File: src/rtl/fetch_unit_pkg.sv
// Shared constants and types for the instruction-fetch stage.
// FETCH_PERF_CNT_EN (optional) enables the fetch/stall/flush counter widths used by fetch_unit.
package fetch_unit_pkg;

    localparam int unsigned ADDR_W  = 16;
    localparam int unsigned INSTR_W = 16;

    localparam logic [ADDR_W-1:0] RESET_PC = 16'h0000;

    // Encoding the decode side substitutes into slots where if_valid is low
    localparam logic [INSTR_W-1:0] NOP_INSTR = 16'h0000;

    localparam int unsigned FETCH_CNT_W = 32;
    localparam int unsigned STALL_CNT_W = 32;
    localparam int unsigned FLUSH_CNT_W = 16;

    typedef enum logic {
        RUN  = 1'b0,
        HOLD = 1'b1
    } fetch_state_t;

endpackage

File: src/rtl/fetch_unit_if.sv
// Fetch-stage bus: decode/execute control in, instruction memory port, IF/ID payload out.
interface fetch_unit_if;
    import fetch_unit_pkg::*;

    logic               stall;
    logic               redirect_valid;
    logic [ADDR_W-1:0]  redirect_target;
    logic [ADDR_W-1:0]  imem_addr;
    logic [INSTR_W-1:0] imem_instruction;
    logic               if_valid;
    logic [ADDR_W-1:0]  if_pc;
    logic [INSTR_W-1:0] if_instr;

    modport master (
        input  stall, redirect_valid, redirect_target, imem_instruction,
        output imem_addr, if_valid, if_pc, if_instr
    );

    modport slave (
        output stall, redirect_valid, redirect_target, imem_instruction,
        input  imem_addr, if_valid, if_pc, if_instr
    );

endinterface

File: src/rtl/fetch_unit.sv
// Instruction-fetch stage: owns the PC, pairs returned instructions with their PC,
// holds the presented slot across decode stalls and flushes on redirect. Optional macro: FETCH_PERF_CNT_EN.
module fetch_unit
    import fetch_unit_pkg::*;
(
    input  logic          clk,
    input  logic          reset_n,
    fetch_unit_if.master  bus
`ifdef FETCH_PERF_CNT_EN
    ,
    output logic [FETCH_CNT_W-1:0] fetch_count,
    output logic [STALL_CNT_W-1:0] stall_count,
    output logic [FLUSH_CNT_W-1:0] flush_count
`endif
);

    logic [ADDR_W-1:0]  pc;
    logic [ADDR_W-1:0]  fetch_pc_q;
    logic               fetch_valid_q;
    logic [INSTR_W-1:0] hold_instr;
    fetch_state_t       state;
    logic               holding;

    assign holding = (state == HOLD);

    // Redirect beats stall beats advance; the memory's registered read lines up with fetch_pc_q
    always_ff @(posedge clk or negedge reset_n) begin
        if (!reset_n) begin
            pc            <= RESET_PC;
            fetch_pc_q    <= RESET_PC;
            fetch_valid_q <= 1'b0;
            hold_instr    <= '0;
            state         <= RUN;
        end else if (bus.redirect_valid) begin
            pc            <= bus.redirect_target;
            fetch_pc_q    <= pc;
            fetch_valid_q <= 1'b0;
            state         <= RUN;
        end else if (bus.stall) begin
            if (state == RUN) begin
                hold_instr <= bus.imem_instruction;
                state      <= HOLD;
            end
        end else begin
            pc            <= pc + ADDR_W'(1);
            fetch_pc_q    <= pc;
            fetch_valid_q <= 1'b1;
            state         <= RUN;
        end
    end

    assign bus.imem_addr = pc;
    assign bus.if_pc     = fetch_pc_q;
    assign bus.if_valid  = fetch_valid_q;
    assign bus.if_instr  = holding ? hold_instr : bus.imem_instruction;

`ifdef FETCH_PERF_CNT_EN
    logic advance;
    assign advance = !bus.redirect_valid && !bus.stall;

    // Saturating event counters
    always_ff @(posedge clk or negedge reset_n) begin
        if (!reset_n) begin
            fetch_count <= '0;
            stall_count <= '0;
            flush_count <= '0;
        end else begin
            if (advance && fetch_valid_q && (fetch_count != '1))
                fetch_count <= fetch_count + FETCH_CNT_W'(1);
            if (holding && (stall_count != '1))
                stall_count <= stall_count + STALL_CNT_W'(1);
            if (bus.redirect_valid && (flush_count != '1))
                flush_count <= flush_count + FLUSH_CNT_W'(1);
        end
    end
`endif

endmodule

File: src/flat_wrapper.sv
// flat-port wrapper written by rule: the top's interface ports become plain ports
module fetch_unit_flat import fetch_unit_pkg::*;
  (clk, reset_n, bus_stall, bus_redirect_valid, bus_redirect_target, bus_imem_instruction, bus_imem_addr, bus_if_valid, bus_if_pc, bus_if_instr);
  fetch_unit_if bus_i ();
  input  logic clk;
  input  logic reset_n;
  input wire logic [$bits(bus_i.stall)-1:0] bus_stall;
  input wire logic [$bits(bus_i.redirect_valid)-1:0] bus_redirect_valid;
  input wire logic [$bits(bus_i.redirect_target)-1:0] bus_redirect_target;
  input wire logic [$bits(bus_i.imem_instruction)-1:0] bus_imem_instruction;
  output wire logic [$bits(bus_i.imem_addr)-1:0] bus_imem_addr;
  output wire logic [$bits(bus_i.if_valid)-1:0] bus_if_valid;
  output wire logic [$bits(bus_i.if_pc)-1:0] bus_if_pc;
  output wire logic [$bits(bus_i.if_instr)-1:0] bus_if_instr;
  assign bus_i.stall = bus_stall;
  assign bus_i.redirect_valid = bus_redirect_valid;
  assign bus_i.redirect_target = bus_redirect_target;
  assign bus_i.imem_instruction = bus_imem_instruction;
  assign bus_imem_addr = bus_i.imem_addr;
  assign bus_if_valid = bus_i.if_valid;
  assign bus_if_pc = bus_i.if_pc;
  assign bus_if_instr = bus_i.if_instr;
  fetch_unit u_core (.clk(clk), .reset_n(reset_n), .bus(bus_i));
endmodule
File: config.mk
export PLATFORM = sky130hd
export DESIGN_NAME = fetch_unit_flat
export DESIGN_NICKNAME = d
export VERILOG_FILES = /design/src/rtl/fetch_unit_pkg.sv /design/src/rtl/fetch_unit_if.sv /design/src/rtl/fetch_unit.sv /design/src/flat_wrapper.sv
export SDC_FILE = /design/constraint.sdc
export NUM_CORES = 1
export LEC_CHECK = 0
export CAP_MARGIN = 0
export CORE_ASPECT_RATIO = 0.9
export CORE_MARGIN = 3
export CORE_UTILIZATION = 40
export DETAILED_ROUTE_END_ITERATION = 10
export DONT_BUFFER_PORTS = 1
export GPL_TIMING_DRIVEN = 0
export SLEW_MARGIN = 25
export SYNTH_ARGS = -nofsm -noshare
export SYNTH_HDL_FRONTEND = slang
export SYNTH_SLANG_ARGS = --single-unit
File: constraint.sdc
create_clock -name clk -period 1.84 [get_ports clk]
set_input_delay 0.368 -clock clk [delete_from_list [all_inputs] [get_ports clk]]
set_output_delay 0.368 -clock clk [all_outputs]
set_load 0.02 [all_outputs]
# After elaboration in Yosys (flattened, before gate mapping)
# Index checks and enable logic that the tools add are counted.
# op_classes
addsub	1
n_mul	0
n_div	0
n_lt_le_gt_ge	0
n_eq_ne	1
shift	0
mux	9
bitwise	1
n_reduce_logical	1
# op_table
cell	n
$mux W16	5
$add A16 B1 Y16 const B	1
$mux W1	4
$ne A2 B1 Y1 const B	1
$reduce_and A2 Y1	1
$not A1 Y1	1
# totals
reg_bits	50
latchBits	0
mem_bits_rw	0
mem_bits_ro	0
inputBits	36
out_inout_bits	49
n_memories	0

# Logic depth before layout (Yosys ltp)
# Gate-level depths: netlist of run 1.
# depth
depth_word	3
mapped_depth	8
mapped_depth_nobuf	5

# Worst setup path after synthesis of run 1
# No wires, ideal clock.
# synth_timing
kind	register -> register
from	reg u_core.pc[0], in the netlist u_core.bus.imem_addr[0]
to	reg u_core.pc[14], in the netlist u_core.bus.imem_addr[14]
setup_time_ns	0.132
arrival_ns	1.437
slack_ns	0.271
stages_incl_launch_ff	6
period_less_slack_ns	1.569
path_cell_list	dfrtp_1 ha_1 nand4b_4 nor4_2 xnor2_1 o21ai_1
# synth_via
elab_chain_len	3
# synth_rtl
item	line_no	text
start, declared	fetch_unit.sv:17	logic [ADDR_W-1:0] pc;
start signal, assigned	fetch_unit.sv:35	pc <= bus.redirect_target;
start signal, assigned	fetch_unit.sv:45	pc <= pc + ADDR_W'(1);
$add A16 B1 Y16	fetch_unit.sv:45	
$mux W16	fetch_unit.sv:39	end else if (bus.stall) begin
$mux W16	fetch_unit.sv:34	end else if (bus.redirect_valid) begin
# Every way passes these cells. The select of a mux whose other input is x is not followed.
# A chain may end at the register's enable or synchronous reset.

# Worst setup path after layout of run 1
# layout_timing
from	reg u_core.state, in the netlist u_core.holding
to	out bus_if_instr[6]
# layout_via
elab_chain_len	1
# layout_rtl
item	line_no	text
start, declared	fetch_unit.sv:21	fetch_state_t state;
start signal, assigned	fetch_unit.sv:33	state <= RUN;
start signal, assigned	fetch_unit.sv:38	state <= RUN;
start signal, assigned	fetch_unit.sv:42	state <= HOLD;
$mux W16	fetch_unit.sv:55	assign bus.if_instr = holding ? hold_instr : bus.imem_instruction;
end, declared	flat_wrapper.sv:14	output wire logic [$bits(bus_i.if_instr)-1:0] bus_if_instr;
# Every way passes these cells.

==> qor.yml, run 1 <==
critical_path:
  cpLargestDelayFamily: "multiplexers"
  slowest_stage: "mux2_2"
  max_stage_delay_ns: 0.43
  cp_num_buf_inv: 1
  cp-endpoint: "bus_if_instr[6]"
  reg2reg_slack_ns: 0.17
  worstPathCellList: "clkbuf_4 -> mux2_2"
  worstPathArrival_ns: 1.32
  crit_type: "register to output port"
  worstReg2RegEnd: "u_core.bus.imem_addr[13]"
  worstPathRequired_ns: 1.47
  reg2reg_from: "u_core.bus.imem_addr[5]"
  ff2ff_path_depth: 4
  path_depth: 2
  crit_path_end_kind: "output port"
  start_kind: "register"
  path_max_fanout: 16
  setup.worst_path.start: "u_core.holding"
floorplanning:
  core_region_area_mm2: 0.00576
  io_pins: 85
  die_y_um: 79.8
  num_rows: 26
  die_w_um: 88.0
  dieArea_mm2: 0.00702
  start_util_pct: 42.0
finish:
  nets: 270
  drive_gt1_share_pct: 24.8
  fin_area_mm2: 0.00264
  layout.cells.non_filler: 304
  multi_input_comb_area_mm2: 0.00108
  areaGrowthSynthToFinish_pct: 8.95
  diodes: 0
  final_util_pct: 45.8
  num-fill-cells: 563
  ff_latch_area_mm2: 0.00125
sta:
  skew_ns: 0.00410
  rsz0062_at_grt: "false"
  worst_pin_slew_ns: 0.538
  worst_slack_ns: 0.154
  slew_headroom_pct: 64.1
  min_period_over_period_pct: 91.6
  final_max_slew_viol_count: 0
  setup_viol: 0
  whs_ns: 0.150
  period_needed_ns: 1.69
  setup_tns_ns: 0
  hold_violations: 0
  max_freq_mhz: 593
outcome:
  status: "finished, final reports clean"
drt:
  drt_first_iter_violations: 57
  drc: 0
  vias: 1574
  routed_wl_mm: 5.08
  ant_nets: 0
  drt-vias-per-instance: 5.18
  drt_pass1_iterations: 3
  post_drt_wl_per_cell_um: 16.7
placed_design:
  dp_slack_ns: 0.107
  hpwl_mm: 3.63
  gp_congestion: 0.706
  portBuffers: 0
  placed_area_mm2: 0.00251
  dpl.cell_count: 295
global_route:
  antenna_found_initial: 0
  track_usage_pct: 15.1
  met2_usage_pct: 24.6
  grt-busiest-layer: "met2"
  gr-total-overflow: 0
  met3_usage_pct: 5.57
  grt_pass1_wl_mm: 8.14
  grtUsageMet1_pct: 19.3
  grt_max_degree: 51
  grt_pass1_vias: 1589
power_and_ir_drop:
  p_total_mw: 2.50
  p_leak_nw: 1.18
  peakVddDrop_uv: 438
  power.density_mw_per_mm2: 949
clock_tree:
  cts_sinks: 50
  clock_path_buffers: 2
  cts_buffers: 5
  htree_levels: 2
  root_buffer: "clkbuf_8"
  post-cts-setup-buffers: 0
  clk_pin_slew_ns: 0.09
  clkLatencyLatePin_ns: 0.29
  cts_tree: "built"
synthesis:
  yosysSeqAreaShare_pct: 51.7
  synth_area_mm2: 0.00242
  synth_fp_nets: 262
  ys_ff_latch: 50
  syn_avg_cell_area_um2: 10.7
  synth_cells: 225
  ys_warn_count: 0
  ys_types: 30
hold_path:
  worstHoldPathType: "input port to register"
flow_run:
  drv_cap: 0
layout make-up:
type                            instances  share of cell area, %
Tap cell                               70                   3.32
Clock inverter                          1                  0.190
Multi-Input combinational cell        157                   41.1
Clock buffer                            7                   3.28
Buffer                                 10                   2.09
Inverter                                7                  0.997
Timing Repair Buffer                    2                   1.42
Sequential cell                        50                   47.6
report_power, final:
part           switching, mW  total, mW  internal (mW)
logic                  0.211      0.374          0.163
clock network          0.354      0.658          0.304
registers              0.237       1.47           1.23
sequential cells by signal, indices dropped and copies added (netlist names):
signal                cells
u_core.bus.if_pc         16
u_core.bus.imem_addr     16
u_core.hold_instr        16
u_core.bus.if_valid       1
u_core.holding            1
worst register-to-register path: stages, from the launching register on:
cell	delay [ns]
dfrtp_1	0.60
nand4_4	0.25
nor4_4	0.37
nor3b_1	0.08
a221o_1	0.25
synth_stat cells (all sizes together):
cell type / n / area share [%]
mux2i: 1 / 0.41
nor2b: 1 / 0.26
and3: 1 / 0.26
dfrtp: 50 / 52
o31a: 1 / 0.36
a221o: 1 / 0.41
nand2b: 2 / 0.52
nor4: 4 / 2.4
xnor2: 12 / 4.3
nand4: 2 / 1.8
nor3b: 1 / 0.31
nor3: 6 / 1.2
xor2: 1 / 0.36
nor2: 4 / 0.62
nand4b: 1 / 0.98
a21oi: 2 / 0.41
buf: 7 / 1.8
nand3b: 1 / 0.83
mux2: 32 / 15
inv: 7 / 1.1
ha: 1 / 0.52
o21ai: 14 / 2.9
nand3: 3 / 0.62
nand2: 66 / 10
clkbuf: 4 / 0.62
cell families after synthesis:
| logic type | share of synthesized area, % |
|---|---|
| fa+ha+maj | 0.517 |
| xor+xnor | 4.71 |
| mux | 15.3 |
| buf+inv | 3.47 |
| simple gates | 20.2 |
| flops | 51.7 |
| compound gates | 4.09 |
cells in the final DEF, fill, tap and decap left out, drive strengths merged:
cell,netlist,layout
nor4,4,4
xnor2,12,12
mux2i,1,1
nand2b,2,2
nor2b,1,1
buf,7,6
nand3,3,3
nand4b,1,1
nor3b,1,1
nand2,66,66
inv,7,7
clkinv,0,1
nor3,6,6
o21ai,14,14
mux2,32,32
dlygate4sd3,0,1
nor2,4,4
a221o,1,1
a21oi,2,2
nand3b,1,1
xor2,1,1
dfrtp,50,50
and3,1,1
o31a,1,1
clkbuf,4,12
ha,1,1
nand4,2,2
worst min-delay path by stage:
stage	from	to	slack (ns)	cells past startpoint
2_1_floorplan	reset_n	u_core.bus.if_pc[0]	0.07	0
6_report	bus_stall	u_core.bus.if_valid	0.15	1
3_3_place_gp	reset_n	u_core.hold_instr[0]	0.07	0
3_5_place_dp	reset_n	u_core.hold_instr[0]	0.07	0
4_1_cts	bus_stall	u_core.bus.if_valid	0.14	1
5_1_grt	bus_stall	u_core.bus.if_valid	0.14	1
layer usage:
layer,vias to the layer above,wire length (um)
met5,-,0
met4,0,19
met1,755,2170
met3,2,459
met2,57,2440
li1,760,-
what timing repair did:
action                     in CTS  in global routing
hold buffers                    2                  0
resized for setup               0                  3
hold endpoints to repair       50                  0
cloned                          0                  0
setup endpoints to repair      10                 17
Note: power is estimated with default switching activity, not from simulation.
==> run 2: changes to the inputs <==
clock period = 1.64 ns   (was 1.84 ns; I/O delays follow)
==> run 2 against run 1 <==
Critical path depth is 1 higher. Non-clock buffer count is 3 higher. Utilization is 2.2 points higher. Clock power is 13% higher. Via count is 1.3% higher. Largest cell class unchanged. Power is 15% higher. Sequential power is 13% higher. Sequential share of layout area is 1.7 points lower. Die area stayed put. Largest power group unchanged. Critical path type unchanged. Highest routed layer unchanged. Wire length is 2.5% higher. First-iteration DRC count is 12% lower.
==> qor.yml, run 2 (same netlist as run 1, synthesis figures left out) <==
hold_path:
  whs_path_depth: 1  # unchanged
  hold_end: "u_core.bus.if_valid"  # unchanged
  hp-start: "bus_stall"  # unchanged
  worstHoldPathType: "input port to register"  # unchanged
floorplanning:
  start_util_pct: 42.0  # unchanged
  io_pins: 85  # unchanged
  die_w_um: 88.0  # unchanged
  die_y_um: 79.8  # unchanged
  core_region_area_mm2: 0.00576  # unchanged
  num_rows: 26  # unchanged
  dieArea_mm2: 0.00702  # unchanged
sta:
  min_period_over_period_pct: 98.5
  period_needed_ns: 1.61
  max_freq_mhz: 619
  worst_slack_ns: 0.0252  # was 0.154 ns
  skew_ns: 0.00525  # was 0.00410 ns
  final_max_slew_viol_count: 0  # unchanged
  setup_viol: 0  # unchanged
  slew_headroom_pct: 65.4  # was 64.1%
  whs_ns: 0.109  # was 0.150 ns
  hold_violations: 0  # unchanged
  worst_pin_slew_ns: 0.520  # was 0.538 ns
  rsz0062_at_grt: "true"  # was false
placed_design:
  dp_slack_ns: -0.0928  # was 0.107 ns
  hpwl_mm: 3.63  # unchanged
  gp_congestion: 0.706  # unchanged
  portBuffers: 0  # unchanged
finish:
  nets: 273  # was 270
  areaGrowthSynthToFinish_pct: 14.1  # was 8.95%
  drive_gt1_share_pct: 30.0  # was 24.8%
  final_common_cell: "nand2_1"  # unchanged
  diodes: 0  # unchanged
  num-fill-cells: 549  # was 563
  final_util_pct: 47.9  # was 45.8%
  final_cell_mix: "nand2_1, dfrtp_1, mux2_2"  # unchanged
critical_path:
  cpLargestDelayFamily: "flip-flops"  # was multiplexers
  worstPathCellList: "buf_6 -> buf_12 -> mux2_4"  # was clkbuf_4 -> mux2_2
  max_stage_delay_ns: 0.38  # was 0.43 ns
  ff2ff_path_depth: 4  # unchanged
  path_max_fanout: 10  # was 16
  worstPathRequired_ns: 1.31  # was 1.47 ns
  crit_type: "register to output port"  # unchanged
  reg2reg_slack_ns: 0.09  # was 0.17 ns
  worstPathArrival_ns: 1.29  # was 1.32 ns
  worstReg2RegEnd: "u_core.bus.imem_addr[13]"  # unchanged
  reg2reg_from: "u_core.bus.imem_addr[5]"  # unchanged
  slowest_stage: "dfrtp_1"  # was mux2_2
  crit_path_end_kind: "output port"  # unchanged
  start_kind: "register"  # unchanged
  cp_num_buf_inv: 2  # was 1
global_route:
  grt_max_degree: 51  # unchanged
  grt_pass1_wl_mm: 8.27  # was 8.14 mm
  gr-total-overflow: 0  # unchanged
  antenna_found_initial: 0  # unchanged
  grt_pass1_vias: 1610  # was 1589
  track_usage_pct: 15.4  # was 15.1%
clock_tree:
  cts_buffers: 5  # unchanged
  cts_sinks: 50  # unchanged
  root_buffer: "clkbuf_8"  # unchanged
  htree_levels: 2  # unchanged
  cts_tree: "built"  # unchanged
  clock_path_buffers: 2  # unchanged
  clkLatencyLatePin_ns: 0.29  # about the same
  clk_pin_slew_ns: 0.09  # about the same
drt:
  vias: 1594  # was 1574
  ant_nets: 0  # unchanged
  drt_pass1_iterations: 3  # unchanged
  routed_wl_mm: 5.21  # was 5.08 mm
  drc: 0  # unchanged
  drt-vias-per-instance: 5.19  # was 5.18
  drt_first_iter_violations: 50  # was 57
  post_drt_wl_per_cell_um: 17.0  # was 16.7 um
power_and_ir_drop:
  p_int_mw: 1.95  # was 1.70 mW
  power.density_mw_per_mm2: 1040  # was 949 mW/mm^2
  p_total_mw: 2.87  # was 2.50 mW
  sequentialPowerShare_pct: 57.9  # was 58.7%
  pwr-share-comb_pct: 16.2  # was 15.0%
  clkPwrFrac_pct: 25.9  # was 26.3%
  peakVddDrop_uv: 493  # was 438 uV
  p_leak_nw: 1.25  # was 1.18 nW
  switching_power_mw: 0.918  # was 0.802 mW
  sw_frac_of_total_pct: 32.0  # was 32.1%
flow_run:
  drv_cap: 0  # unchanged
outcome:
  status: "finished, final reports clean"  # unchanged
-- run 2: changes by cell type in the layout (fill, tap and decap cells not counted) --
cell / change
clkbuf_4: -1
nor4_2: -1
buf_4: +1
mux2_2: -13
nor4_4: +1
ha_4: +1
dfrtp_1: -9
mux2_4: +13
dfrtp_2: +9
buf_6: +2
buf_12: +1
ha_1: -1
-- run 2: how the worst max path moves through the flow --
| stage | startpoint | end | slack [ns] | cells past startpoint |
|---|---|---|---|---|
| final | u_core.holding | bus_if_instr[8] | 0.03 | 3 |
| after global placement | u_core.bus.imem_addr[1] | u_core.bus.imem_addr[14] | -0.09 | 5 |
| after floorplan | u_core.bus.imem_addr[0] | u_core.bus.imem_addr[14] | 0.07 | 5 |
| after detailed placement | u_core.bus.imem_addr[0] | u_core.bus.imem_addr[14] | -0.09 | 5 |
| after global routing | u_core.holding | bus_if_instr[8] | -0.03 | 3 |
| after CTS | u_core.bus.imem_addr[4] | u_core.bus.imem_addr[13] | 0.003 | 4 |
-- run 2: what timing repair did --
item,CTS,global route
hold buffers,2,0
endpoints found under the setup margin,14,23
setup buffers,2,0
gates resized for setup,12,22
hold endpoints to repair,50,0
pin swaps,0,0
-- run 2: per-stage QoR --
stage | cell area (um^2) | setup TNS, ns | std cells
6_report | 2760 | 0 | 307
5_1_grt | 2760 | -0.334 | 307
4_1_cts | 2680 | 0 | 307
3_5_place_dp | 2510 | -0.212 | 295
3_3_place_gp | 2510 | -0.286 | 295
2_1_floorplan | 2420 | 0 | 225
-- run 2: power by group through the flow --
stage / combinational, mW / sequential, mW / clock [mW]
after floorplan: 0.341 / 1.63 / 0
after CTS: 0.442 / 1.66 / 0.781
after detailed placement: 0.391 / 1.68 / 0
final: 0.464 / 1.66 / 0.743
after global routing: 0.519 / 1.69 / 0.828
after global placement: 0.384 / 1.67 / 0
-- run 2: layer usage --
metal	part of all wire [%]	up-vias	track usage (%)
met5	0	-	0
met4	0.36	0	3.22
met3	8.2	2	5.37
met2	48	57	25.0
met1	44	767	19.9
li1	-	768	-
-- run 2: final cells by class --
type | instances | area [um^2] | area share, %
tap | 70 | 87.6 | 3.17
timing repair buffer | 4 | 56.3 | 2.04
multi-input combinational | 157 | 1150 | 41.8
buffer | 11 | 78.8 | 2.86
inverter | 7 | 26.3 | 0.952
clock buffer | 7 | 86.3 | 3.13
sequential | 50 | 1260 | 45.9
clock inverter | 1 | 5.00 | 0.181
==> run 3: changes to the inputs <==
CORE_ASPECT_RATIO = 1.2   (was 0.9)
==> run 3 against run 2 <==
Final cell count increased by 3.6%. Sequential power about the same. Global-route usage decreased by 0.37 points. Sequential share of layout area decreased by 0.32 points. Utilization increased by 0.56 points. Clock skew increased by 0.0014 ns. Worst setup slack improved by 0.034 ns. Power about the same. Die area about the same. Critical path type unchanged. Largest power group unchanged. First-iteration DRC count decreased by 34%.
==> qor.yml, run 3 (same netlist as run 1, synthesis figures left out) <==
hold_path:
  hold_end: "u_core.bus.if_valid"  # unchanged
  worstHoldPathType: "input port to register"  # unchanged
  hp-start: "bus_stall"  # unchanged
  whs_path_depth: 1  # unchanged
critical_path:
  reg2reg_slack_ns: 0.11  # was 0.09 ns
  reg2reg_from: "u_core.bus.imem_addr[0]"  # was u_core.bus.imem_addr[5]
  crit_path_end_kind: "output port"  # unchanged
  worstPathArrival_ns: 1.25  # was 1.29 ns
  crit_type: "register to output port"  # unchanged
  cp_num_buf_inv: 1  # was 2
  worstReg2RegEnd: "u_core.bus.imem_addr[14]"  # was u_core.bus.imem_addr[13]
  start_kind: "register"  # unchanged
  worstPathRequired_ns: 1.31  # about the same
  slowest_stage: "dfrtp_2"  # was dfrtp_1
  setup.worst_path.start: "u_core.holding"  # unchanged
  cpLargestDelayFamily: "flip-flops"  # unchanged
  worstPathCellList: "buf_12 -> mux2_4"  # was buf_6 -> buf_12 -> mux2_4
  ff2ff_path_depth: 5  # was 4
  max_stage_delay_ns: 0.45  # was 0.38 ns
  path_max_fanout: 10  # unchanged
power_and_ir_drop:
  peakVddDrop_uv: 663  # was 493 uV
  p_total_mw: 2.87  # about the same
  power.density_mw_per_mm2: 1030  # was 1040 mW/mm^2
  p_leak_nw: 1.24  # was 1.25 nW
finish:
  multi_input_comb_area_mm2: 0.00115  # about the same
  final_common_cell: "nand2_1"  # unchanged
  nets: 274  # was 273
  num-fill-cells: 531  # was 549
  final_cell_mix: "nand2_1, dfrtp_1, mux2_2"  # unchanged
  areaGrowthSynthToFinish_pct: 15.1  # was 14.1%
  drive_gt1_share_pct: 31.9  # was 30.0%
  final_util_pct: 48.5  # was 47.9%
  layout.cells.non_filler: 318  # was 307
  fin_area_mm2: 0.00278  # was 0.00276 mm^2
  diodes: 0  # unchanged
  ff_latch_area_mm2: 0.00127  # was 0.00126 mm^2
global_route:
  track_usage_pct: 15.0  # was 15.4%
  grt_pass1_vias: 1681  # was 1610
  antenna_found_initial: 0  # unchanged
  grt_pass1_wl_mm: 8.45  # was 8.27 mm
  gr-total-overflow: 0  # unchanged
  grt_max_degree: 51  # unchanged
flow_run:
  drv_cap: 0  # unchanged
sta:
  final_max_slew_viol_count: 0  # unchanged
  skew_ns: 0.00665  # was 0.00525 ns
  hold_violations: 0  # unchanged
  setup_viol: 0  # unchanged
  setup_tns_ns: 0  # unchanged
  slew_headroom_pct: 67.2  # was 65.4%
  worst_pin_slew_ns: 0.492  # was 0.520 ns
  max_freq_mhz: 633  # was 619 MHz
  period_needed_ns: 1.58  # was 1.61 ns
  rsz0062_at_grt: "false"  # was true
  min_period_over_period_pct: 96.4  # was 98.5%
clock_tree:
  cts_sinks: 50  # unchanged
  clock_path_buffers: 2  # unchanged
  cts_buffers: 5  # unchanged
  clkLatencyLatePin_ns: 0.30  # was 0.29 ns
  cts_tree: "built"  # unchanged
  root_buffer: "clkbuf_8"  # unchanged
  htree_levels: 2  # unchanged
  clk_pin_slew_ns: 0.09  # about the same
floorplanning:
  die_y_um: 91.2  # was 79.8 um
  start_util_pct: 42.1  # was 42.0%
  die_w_um: 77.0  # was 88.0 um
  core_region_area_mm2: 0.00574  # was 0.00576 mm^2
  io_pins: 85  # unchanged
  num_rows: 30  # was 26
  dieArea_mm2: 0.00702  # about the same
drt:
  post_drt_wl_per_cell_um: 15.8  # was 17.0 um
  drt_pass1_iterations: 4  # was 3
  ant_nets: 0  # unchanged
  routed_wl_mm: 5.04  # was 5.21 mm
  drc: 0  # unchanged
  drt-vias-per-instance: 5.08  # was 5.19
  drt_first_iter_violations: 33  # was 50
  vias: 1616  # was 1594
placed_design:
  gp_congestion: 0.707  # was 0.706
  dpl.cell_count: 305  # was 295
  portBuffers: 0  # unchanged
  placed_area_mm2: 0.00252  # was 0.00251 mm^2
  hpwl_mm: 3.58  # was 3.63 mm
outcome:
  status: "finished, final reports clean"  # unchanged
## run 3: cell count changes in the layout (fill, tap and decap cells not counted), sizes merged
| cell | delta |
|---|---|
| clkbuf | -1 |
| clkinvlp | +1 |
| buf | +1 |
## run 3: final cells by class
type,count,area share (%)
flip-flops and latches,50,45.5
inverters,7,0.944
plain buffers,10,2.43
well taps,80,3.60
multi-input cells,157,41.2
clock buffers,6,2.97
clock inverters,2,0.449
repair buffers,6,2.88
## run 3: timing repair
item	4_1_cts	5_1_grt
buffers inserted	1	3
hold endpoints to repair	50	0
resized for setup	20	13
hold buffers	2	0
endpoints found under the setup margin	15	21
pin swaps	0	1
## run 3: worst max path at each step
stage,end,slack (ns),cells after the start
after floorplan,u_core.bus.imem_addr[14],0.07,5
after global placement,u_core.bus.imem_addr[14],-0.07,5
after detailed placement,u_core.bus.imem_addr[14],-0.1,5
after CTS,bus_if_instr[11],0.001,3
after global routing,u_core.bus.imem_addr[14],0.008,5
final,bus_if_instr[10],0.06,2
## run 3: through the flow
| step | hold slack (ns) | setup WS, ns |
|---|---|---|
| finish | 0.105 | 0.0594 |
| global route | 0.0856 | 0.00783 |
| CTS | 0.0896 | 0.00106 |
| detailed placement | 0.0337 | -0.0982 |
| global placement | 0.0337 | -0.0686 |
| floorplan | 0.0324 | 0.0708 |
## run 3: worst reg2reg max path: cells and delay by family (launching register included)
kind	cells	cell delay, ns
DFF	1	0.52
and+or+nand+nor	2	0.48
adders and majority gates	1	0.19
xor gates and xnor gates	1	0.14
AOI/OAI and AO/OA	1	0.07
## run 3: report_power, final
group | switching (mW) | total, mW | internal, mW
clock network | 0.413 | 0.753 | 0.340
registers | 0.272 | 1.66 | 1.39
logic | 0.241 | 0.454 | 0.212
## run 3: per-layer routing
metal,vias to the layer above,global-route usage [%],share of wire (%)
li1,769,-,-
met1,777,17.7,42
met2,63,25.1,48
met3,7,6.55,8.9
met4,0,4.01,1.1
met5,-,0,0
